**src/rtl/rv_thread_sched_if.sv**
```systemverilog
// Issue/resolve/spawn/wake bundle between thread control, fetch, execute and rv_thread_sched.
// The scheduler takes the slave modport; the surrounding pipeline drives the master side.
interface rv_thread_sched_if #(
  parameter int unsigned NTHREADS = 4,
  parameter int unsigned TID_W    = 2
);

  logic                spawn_valid;
  logic [TID_W-1:0]    spawn_tid;
  logic [31:0]         spawn_pc;

  logic                issue_ready;
  logic                issue_valid;
  logic [TID_W-1:0]    issue_tid;
  logic [31:0]         issue_pc;

  logic                resolve_valid;
  logic [TID_W-1:0]    resolve_tid;
  logic                resolve_taken;
  logic [31:0]         resolve_target;
  logic                resolve_block;
  logic                resolve_halt;

  logic                wake_valid;
  logic [TID_W-1:0]    wake_tid;

  logic [NTHREADS-1:0] active_mask;
  logic                err;

  modport master (
    output spawn_valid, spawn_tid, spawn_pc,
    output issue_ready,
    input  issue_valid, issue_tid, issue_pc,
    output resolve_valid, resolve_tid, resolve_taken, resolve_target,
    output resolve_block, resolve_halt,
    output wake_valid, wake_tid,
    input  active_mask, err
  );

  modport slave (
    input  spawn_valid, spawn_tid, spawn_pc,
    input  issue_ready,
    output issue_valid, issue_tid, issue_pc,
    input  resolve_valid, resolve_tid, resolve_taken, resolve_target,
    input  resolve_block, resolve_halt,
    input  wake_valid, wake_tid,
    output active_mask, err
  );

endinterface

```
**src/rtl/rv_thread_sched.sv**
```systemverilog
// Round-robin hardware-thread scheduler and per-thread PC sequencer for the barrel RV core.
// Optional per-thread issue counters are built when RV_SCHED_PERF_EN is defined.
module rv_thread_sched #(
  parameter int unsigned NTHREADS = 4,
  parameter int unsigned TID_W    = 2,
  parameter logic [31:0] RESET_PC = 32'h0000_0000
) (
  input  logic             clk,
  input  logic             rst_n,
  rv_thread_sched_if.slave sched
`ifdef RV_SCHED_PERF_EN
  ,
  input  logic [TID_W-1:0] perf_sel,
  output logic [31:0]      perf_cnt
`endif
);

  typedef enum logic [1:0] {
    StOff      = 2'd0,
    StRun      = 2'd1,
    StInflight = 2'd2,
    StBlocked  = 2'd3
  } th_state_e;

  th_state_e           state_q [NTHREADS];
  th_state_e           state_d [NTHREADS];
  logic [31:0]         pc_q    [NTHREADS];
  logic [31:0]         pc_d    [NTHREADS];
  logic [TID_W-1:0]    rr_ptr_q, rr_ptr_d;
  logic                err_q, err_d;
  logic [NTHREADS-1:0] active_q, active_d;

  logic                sel_found;
  logic [TID_W-1:0]    sel_tid;
  logic [TID_W-1:0]    scan_idx;
  logic                issue_fire;

  logic [NTHREADS-1:0] res_hit;
  logic [NTHREADS-1:0] wake_hit;
  logic [NTHREADS-1:0] spawn_hit;
  logic [NTHREADS-1:0] issue_hit;

  logic [31:0]         spawn_pc_al;
  logic [31:0]         target_al;
  logic [31:0]         res_pc_next;
  th_state_e           res_state_next;

  assign spawn_pc_al = sched.spawn_pc & 32'hFFFF_FFFC;
  assign target_al   = sched.resolve_target & 32'hFFFF_FFFC;

  // Scan rr_ptr+1 .. rr_ptr+NTHREADS; the TID_W-bit add wraps modulo NTHREADS.
  always_comb begin
    sel_found = 1'b0;
    sel_tid   = '0;
    scan_idx  = '0;
    for (int unsigned i = 1; i <= NTHREADS; i++) begin
      scan_idx = rr_ptr_q + TID_W'(i);
      if (!sel_found && (state_q[scan_idx] == StRun)) begin
        sel_found = 1'b1;
        sel_tid   = scan_idx;
      end
    end
  end

  assign issue_fire        = sel_found & sched.issue_ready;
  assign sched.issue_valid = sel_found;
  assign sched.issue_tid   = sel_tid;
  assign sched.issue_pc    = pc_q[sel_tid];
  assign sched.active_mask = active_q;
  assign sched.err         = err_q;

  always_comb begin
    for (int unsigned t = 0; t < NTHREADS; t++) begin
      res_hit[t]   = sched.resolve_valid && (sched.resolve_tid == TID_W'(t));
      wake_hit[t]  = sched.wake_valid    && (sched.wake_tid    == TID_W'(t));
      spawn_hit[t] = sched.spawn_valid   && (sched.spawn_tid   == TID_W'(t));
      issue_hit[t] = issue_fire          && (sel_tid           == TID_W'(t));
    end
  end

  // Outcome of a legal resolve; only one thread resolves per cycle so it can be shared.
  always_comb begin
    res_pc_next = sched.resolve_taken ? target_al : (pc_q[sched.resolve_tid] + 32'd4);
    if (sched.resolve_halt) begin
      res_state_next = StOff;
    end else if (sched.resolve_block) begin
      res_state_next = StBlocked;
    end else begin
      res_state_next = StRun;
    end
  end

  always_comb begin
    rr_ptr_d = rr_ptr_q;
    err_d    = err_q;
    active_d = '0;
    for (int unsigned t = 0; t < NTHREADS; t++) begin
      state_d[t] = state_q[t];
      pc_d[t]    = pc_q[t];
    end

    for (int unsigned t = 0; t < NTHREADS; t++) begin
      if (res_hit[t]) begin
        // Resolve wins over wake/spawn for the same thread; a losing spawn is still an error.
        if (state_q[t] == StInflight) begin
          pc_d[t]    = res_pc_next;
          state_d[t] = res_state_next;
        end else begin
          err_d = 1'b1;
        end
        if (spawn_hit[t]) begin
          err_d = 1'b1;
        end
      end else begin
        if (wake_hit[t] && (state_q[t] == StBlocked)) begin
          state_d[t] = StRun;
        end
        if (spawn_hit[t]) begin
          if (state_q[t] == StOff) begin
            state_d[t] = StRun;
            pc_d[t]    = spawn_pc_al;
          end else begin
            err_d = 1'b1;
          end
        end
      end
      // Only RUN threads issue, and nothing above moves a RUN thread, so issue never conflicts.
      if (issue_hit[t]) begin
        state_d[t] = StInflight;
      end
      active_d[t] = (state_d[t] != StOff);
    end

    if (issue_fire) begin
      rr_ptr_d = sel_tid;
    end
  end

  always_ff @(posedge clk or negedge rst_n) begin
    if (!rst_n) begin
      for (int unsigned t = 0; t < NTHREADS; t++) begin
        state_q[t] <= (t == 0) ? StRun : StOff;
        pc_q[t]    <= (t == 0) ? RESET_PC : 32'h0000_0000;
      end
      rr_ptr_q <= TID_W'(NTHREADS - 1);
      err_q    <= 1'b0;
      active_q <= NTHREADS'(1);
    end else begin
      for (int unsigned t = 0; t < NTHREADS; t++) begin
        state_q[t] <= state_d[t];
        pc_q[t]    <= pc_d[t];
      end
      rr_ptr_q <= rr_ptr_d;
      err_q    <= err_d;
      active_q <= active_d;
    end
  end

`ifdef RV_SCHED_PERF_EN
  logic [31:0] cnt_q [NTHREADS];

  always_ff @(posedge clk or negedge rst_n) begin
    if (!rst_n) begin
      for (int unsigned t = 0; t < NTHREADS; t++) begin
        cnt_q[t] <= 32'h0000_0000;
      end
    end else begin
      for (int unsigned t = 0; t < NTHREADS; t++) begin
        if (issue_hit[t]) begin
          cnt_q[t] <= cnt_q[t] + 32'd1;
        end
      end
    end
  end

  assign perf_cnt = cnt_q[perf_sel];
`endif

endmodule

```
**src/flat_wrapper.sv**
```systemverilog
// flat-port wrapper written by rule: the top's interface ports become plain ports
module rv_thread_sched_flat 
#(
  parameter int unsigned NTHREADS = 4,
  parameter int unsigned TID_W    = 2,
  parameter logic [31:0] RESET_PC = 32'h0000_0000
)
  (clk, rst_n, sched_spawn_valid, sched_spawn_tid, sched_spawn_pc, sched_issue_ready, sched_issue_valid, sched_issue_tid, sched_issue_pc, sched_resolve_valid, sched_resolve_tid, sched_resolve_taken, sched_resolve_target, sched_resolve_block, sched_resolve_halt, sched_wake_valid, sched_wake_tid, sched_active_mask, sched_err);
  rv_thread_sched_if #(.NTHREADS(NTHREADS), .TID_W(TID_W)) sched_i ();
  input  logic clk;
  input  logic rst_n;
  input wire logic [$bits(sched_i.spawn_valid)-1:0] sched_spawn_valid;
  input wire logic [$bits(sched_i.spawn_tid)-1:0] sched_spawn_tid;
  input wire logic [$bits(sched_i.spawn_pc)-1:0] sched_spawn_pc;
  input wire logic [$bits(sched_i.issue_ready)-1:0] sched_issue_ready;
  output wire logic [$bits(sched_i.issue_valid)-1:0] sched_issue_valid;
  output wire logic [$bits(sched_i.issue_tid)-1:0] sched_issue_tid;
  output wire logic [$bits(sched_i.issue_pc)-1:0] sched_issue_pc;
  input wire logic [$bits(sched_i.resolve_valid)-1:0] sched_resolve_valid;
  input wire logic [$bits(sched_i.resolve_tid)-1:0] sched_resolve_tid;
  input wire logic [$bits(sched_i.resolve_taken)-1:0] sched_resolve_taken;
  input wire logic [$bits(sched_i.resolve_target)-1:0] sched_resolve_target;
  input wire logic [$bits(sched_i.resolve_block)-1:0] sched_resolve_block;
  input wire logic [$bits(sched_i.resolve_halt)-1:0] sched_resolve_halt;
  input wire logic [$bits(sched_i.wake_valid)-1:0] sched_wake_valid;
  input wire logic [$bits(sched_i.wake_tid)-1:0] sched_wake_tid;
  output wire logic [$bits(sched_i.active_mask)-1:0] sched_active_mask;
  output wire logic [$bits(sched_i.err)-1:0] sched_err;
  assign sched_i.spawn_valid = sched_spawn_valid;
  assign sched_i.spawn_tid = sched_spawn_tid;
  assign sched_i.spawn_pc = sched_spawn_pc;
  assign sched_i.issue_ready = sched_issue_ready;
  assign sched_issue_valid = sched_i.issue_valid;
  assign sched_issue_tid = sched_i.issue_tid;
  assign sched_issue_pc = sched_i.issue_pc;
  assign sched_i.resolve_valid = sched_resolve_valid;
  assign sched_i.resolve_tid = sched_resolve_tid;
  assign sched_i.resolve_taken = sched_resolve_taken;
  assign sched_i.resolve_target = sched_resolve_target;
  assign sched_i.resolve_block = sched_resolve_block;
  assign sched_i.resolve_halt = sched_resolve_halt;
  assign sched_i.wake_valid = sched_wake_valid;
  assign sched_i.wake_tid = sched_wake_tid;
  assign sched_active_mask = sched_i.active_mask;
  assign sched_err = sched_i.err;
  rv_thread_sched #(.NTHREADS(NTHREADS), .TID_W(TID_W), .RESET_PC(RESET_PC)) u_core (.clk(clk), .rst_n(rst_n), .sched(sched_i));
endmodule
```
**config.mk**
```make
export PLATFORM = sky130hd
export DESIGN_NAME = rv_thread_sched_flat
export DESIGN_NICKNAME = d
export VERILOG_FILES = /design/src/rtl/rv_thread_sched_if.sv /design/src/rtl/rv_thread_sched.sv /design/src/flat_wrapper.sv
export SDC_FILE = /design/constraint.sdc
export NUM_CORES = 1
export LEC_CHECK = 0
export BUFFER_PORTS_ARGS = -buffer_cell sky130_fd_sc_hd__buf_2
export CORE_MARGIN = 3
export CORE_UTILIZATION = 60
export CTS_BUF_LIST = sky130_fd_sc_hd__clkbuf_4 sky130_fd_sc_hd__clkbuf_8
export DETAILED_ROUTE_END_ITERATION = 16
export PLACE_DENSITY = 0.82
export SLEW_MARGIN = 20
export SYNTH_ARGS = -nofsm -noshare
export SYNTH_HDL_FRONTEND = slang
export SYNTH_SLANG_ARGS = --single-unit
export TNS_END_PERCENT = 20
```
**constraint.sdc**
```tcl
create_clock -name clk -period 3.98 [get_ports clk]
set_input_delay 0 -clock clk [delete_from_list [all_inputs] [get_ports clk]]
set_output_delay 0 -clock clk [all_outputs]
set_load 0.03 [all_outputs]
```
### Word-level counts from Yosys, hierarchy flattened

Cells that the tools add are included.

| cells by class | value |
|---|---|
| $add $sub $neg | 4 |
| order comparisons | 6 |
| bitwise gates (word level) | 7 |
| reductions and logical operators | 50 |
| multiplexer cells | 89 |
| equal/unequal tests | 28 |

Operators with widths:

| kind | number |
|---|---|
| two-way mux 32 bit | 21 |
| binary-select mux 32 bit (select 2 bit) | 2 |
| two-way mux 2 bit | 38 |
| adder 32 x 3 -> 32 bit (second input constant) | 1 |
| == test 2 bit (second input constant) | 16 |
| two-way mux 1 bit | 24 |
| nonzero test 2 bit | 12 |
| logical AND 1 bit | 23 |
| >= comparator 3 bit (second input constant) | 6 |
| inverter 2 -> 3 bit | 6 |
| binary-select mux 2 bit (select 2 bit) | 4 |
| == test 2 x 1 -> 1 bit (second input constant) | 8 |
| zero test 2 bit | 8 |
| AND reduction 3 bit | 4 |
| != test 2 bit (second input constant) | 4 |
| adder 2 bit (second input constant) | 2 |
| zero test 1 bit | 3 |
| adder 2 x 1 -> 2 bit (second input constant) | 1 |
| bitwise AND 1 bit | 1 |

| word-level totals | value |
|---|---|
| output and inout bits | 40 |
| word-level logic and storage cells | 195 |
| register bits after elaboration | 143 |
| input bits | 79 |

### Depth between registers and ports, before layout

| logic depth | value |
|---|---|
| depth in word-level cells | 20 |
| gate-level depth with buffers | 13 |
| depth with buffers taken out | 7 |

### Worst setup path after synthesis

OpenSTA, ideal clock, no wires.

| path | value |
|---|---|
| path type | register -> output |
| start point | reg u_core.state_q[6] in the netlist's numbering |
| end point | out sched_issue_pc[10] |
| stages on the path, launching flop included | 9 |
| path buffers | 2 |
| path slack | 1.427 ns |
| data required time | 3.980 ns |
| arrival time | 2.553 ns |
| cell sequence | dfstp_2 nor2b_1 nand2_1 a21o_1 a221oi_1 clkbuf_1 buf_1 mux2i_1 mux2i_1 |

| on the way | value |
|---|---|
| longest elaborated chain between the ends | 18 |
| elaborated cells between the ends (all ways) | 33 |
| classes of those cells | eq/ne: 4; mux: 22; bitwise: 1; reduce/logical: 6 |

RTL lines:

| what | RTL line | source |
|---|---|---|
| start: declaration | rv_thread_sched.sv:25 | `th_state_e state_q [NTHREADS];` |
| start signal: indexed assignment | rv_thread_sched.sv:142 | `state_q[t] <= (t == 0) ? StRun : StOff;` |
| start signal: indexed assignment | rv_thread_sched.sv:150 | `state_q[t] <= state_d[t];` |
| binary-select mux 2 bit (select 2 bit) | rv_thread_sched.sv:58 | `if (!sel_found && (state_q[scan_idx] == StRun)) begin` |
| two-way mux 2 bit (not written as such) (2 in a row) | rv_thread_sched.sv:58 |  |
| == test 2 x 1 -> 1 bit | rv_thread_sched.sv:58 |  |
| two-way mux 1 bit | rv_thread_sched.sv:58 |  |
| zero test 1 bit | rv_thread_sched.sv:58 |  |
| logical AND 1 bit | rv_thread_sched.sv:58 |  |
| two-way mux 1 bit | rv_thread_sched.sv:58 |  |
| zero test 1 bit | rv_thread_sched.sv:58 |  |
| logical AND 1 bit | rv_thread_sched.sv:58 |  |
| two-way mux 1 bit | rv_thread_sched.sv:58 |  |
| zero test 1 bit | rv_thread_sched.sv:58 |  |
| logical AND 1 bit | rv_thread_sched.sv:58 |  |
| two-way mux 2 bit * | rv_thread_sched.sv:58 |  |
| inverter 2 -> 3 bit (not written as such) * | rv_thread_sched.sv:68 | `assign sched.issue_pc = pc_q[sel_tid];` |
| binary-select mux 32 bit (select 2 bit) * | rv_thread_sched.sv:68 |  |
| two-way mux 32 bit (not written as such) * (2 in a row) | rv_thread_sched.sv:68 |  |
| end: declaration | flat_wrapper.sv:18 | `output wire logic [$bits(sched_i.issue_pc)-1:0] sched_issue_pc;` |

Every way passes the cells marked *; elsewhere a longest branch is shown, timed or not. The select of a mux whose other input is x is not followed.

### Worst setup path after layout

| path | value |
|---|---|
| start point | reg u_core.state_q[6] in the netlist's numbering |
| end point | out sched_issue_pc[24] |

Same word-level chain as after synthesis.

==> metrics.txt <==
drt pass-1 iters 6; vias in the first global route 9434; Iter 0 DRT Violations 1271; FF+latch count, synth 143; DRC viols 0; Via Count 9816; number of synthesized flops with an enable pin 0; final setup fails 0; fin. max-slew vios 0; post-route ant nets 0; Critical Path, Cell by Cell nand2b_1 > nor2_1 > a21oi_1 > o21ai_1 > clkinv_2 > mux2i_1 > buf_2; H-tree levels 4; Slew headroom 24.1%; Hold Crit Start sched_resolve_target[26]; Syn Nets 1130; setup_tns 0 ns; Period minus WS final 3.52 ns; GRT Residual Overflow 0; Slew @ Worst Pin 1.14 ns; FF-to-FF Start u_core.pc_q[34]$_DFFE_PN0P_; share of cells above drive strength 1 18.3%; Placed Cells 1314; Die Wd 135 um; core area 16100 sq um; CTS tree built; number of max-cap violations 0; Post-synth ARST share 100%; All-Layer GR Usage 34.5%; hold path cells 4; most frequent cell after synthesis dfrtp_1; Bufs and invs on worst path 2; Die ar. 18200 sq um; routed vias/inst 7.00; f_max 284 MHz; Pwr Total 9.84 mW; Clk Latency, worst-skew pair 0.47 ns; post-CTS sizing 0; Initial Util 62.0%; initial antenna violation count 0; clk sinks 143; Yosys top cell by area dfrtp_1; Final Cycle Share 88.6%; Core Util, Final 72.0%; DRT Wirelength 31300 um; # rows 46; r2r worst-path depth 8; RR Endpoint u_core.pc_q[60]$_DFFE_PN0P_; top cells by area, synth dfrtp_1, mux2i_1, a21oi_1, mux4_1, nand2_1; CTS buffer count 17; final hold viol count 0; die height 135 um; Reg2Reg Setup Slack 0.60 ns; Top delay family on crit path buffers and inverters; leak pwr 5.09 nW; CP required 3.98 ns; fin nets 1254; dpl hpwl 19300 um; largest net degree at the start of global routing 70; Root Driver clkbuf_8; RSZ-0062 raised after global routing no; peak supply drop 1.65 mV; RePlAce Congestion 0.903; Max FO, Critical Path 33; area of the mapped netlist 9960 sq um; synth-to-layout area growth 16.1%; Avg WL per Cell 22.3 um; Post-synth top cells dfrtp_1, a21oi_1, mux2i_1; Hold EP u_core.pc_q[90]$_DFFE_PN0P_; clock skew 0.0150 ns; diode count 0; synthesized area per cell 9.48 sq um; outcome finished clean; critical path's slowest cell clkinv_2; postcts setup bufs 0; critical path class flop to output pin; main flop type after synthesis dfrtp_1; post-route insts no fill 1402; # IOs 119; Seq/Total Area, Yosys 36.0%; Setup crit end kind output pin; CP arrival 3.52 ns; Worst setup SP type flop; largest stage delay on the critical path 0.89 ns; Ys Warns 0; Buffers on Ports 114; Cell Pwr Density 852 nW/um^2; Yosys top cell area share 34.9%; cell area after layout 11600 sq um; clock transition at the registers of the reported paths 0.08 ns; CTS max path bufs 2; global-route wire length before repair 49500 um; Mapped Cells 1050; post-synthesis cell type count 73; HP Class input port to flop; dpl cell area 10600 sq um
-- metrics by stage --
step / hold WS, ns / worst slack (ns)
3_3_place_gp: 0.0302 / 0.804
4_1_cts: 0.000584 / 0.692
2_1_floorplan: -0.296 / 1.43
6_report: 0.0183 / 0.456
3_5_place_dp: 0.0283 / 0.764
5_1_grt: 0.0214 / 0.356
-- layer usage --
| metal | share of wire (%) | vias to the layer above | global-route usage, % | wire, um |
|---|---|---|---|---|
| met1 | 39 | 4685 | 46.5 | 12100 |
| met5 | 0 | - | 0 | 0 |
| met4 | 4.1 | 0 | 15.8 | 1300 |
| met2 | 46 | 721 | 54.1 | 14600 |
| li1 | - | 4273 | - | - |
| met3 | 11 | 137 | 6.86 | 3350 |
-- area by class of cell --
class / count / area, sq um
clock buffers: 21 / 289
clock inverters: 10 / 135
multi-input cells: 805 / 5900
fillers: 1216 / 4500
well taps: 216 / 270
inverters: 15 / 57.6
repair buffers: 192 / 1320
flip-flops and latches: 143 / 3580
-- power by group --
part / switching [mW] / internal [mW]
combinational: 3.62 / 2.26
clock: 0.585 / 0.679
sequential: 0.569 / 2.13
-- tightest hold or removal path: stages --
cell and delay, ns:
buf_2 0.08, nand2b_1 0.09, o31ai_1 0.12, o21ai_0 0.16
-- cell families (layout without fill, tap and decap cells) --
group / after synthesis / in the layout / synth area share (%)
AO/OA/AOI/OAI: 335 / 335 / 22.0
XOR/XNOR: 4 / 4 / 0.352
adder cells (fa/ha/maj): 1 / 1 / 0.126
buffers and inverters: 102 / 238 / 5.20
flip-flops: 143 / 143 / 36.0
multiplexers: 137 / 137 / 18.5
AND/OR/NAND/NOR: 328 / 328 / 17.8
-- how the worst max path moves through the flow --
stage | start | endpoint | slack (ns) | cells past startpoint
global route | u_core.state_q[6]$_DFF_PN1_ | sched_issue_pc[30] | 0.36 | 7
CTS | u_core.pc_q[34]$_DFFE_PN0P_ | u_core.pc_q[60]$_DFFE_PN0P_ | 0.69 | 8
detailed placement | sched_resolve_tid[1] | u_core.pc_q[19]$_DFFE_PN0P_ | 0.76 | 8
floorplan | u_core.state_q[6]$_DFF_PN1_ | sched_issue_pc[10] | 1.43 | 8
finish | u_core.state_q[6]$_DFF_PN1_ | sched_issue_pc[24] | 0.46 | 7
global placement | sched_resolve_tid[1] | u_core.pc_q[116]$_DFFE_PN0P_ | 0.80 | 8
-- state kept, by name, indices dropped and copies added (netlist names) --
| name | count |
|---|---|
| u_core.pc_q | 128 |
| u_core.state_q | 8 |
| u_core.sched.active_mask | 4 |
| u_core.rr_ptr_q | 2 |
| u_core.sched.err | 1 |
-- cells in the final DEF (no fill, tap or decap), types with 16 or more instances in the layout --
| cell | n |
|---|---|
| o21a_1 | 34 |
| and3_1 | 49 |
| buf_4 | 20 |
| o41ai_1 | 28 |
| nand2_1 | 99 |
| o21ai_0 | 62 |
| a21oi_1 | 108 |
| mux4_1 | 17 |
| dlygate4sd3_1 | 57 |
| o211ai_1 | 30 |
| nor3_1 | 24 |
| dfrtp_1 | 139 |
| nor4b_1 | 16 |
| o31ai_1 | 16 |
| mux2i_1 | 102 |
| clkbuf_8 | 21 |
| buf_2 | 113 |
| nor2_1 | 54 |
-- repair_timing --
action                     in CTS  in global routing
hold endpoints to repair      186                  0
hold buffers                   57                  0
setup endpoints to repair       0                  0
Note: power is estimated with default switching activity, not from simulation.
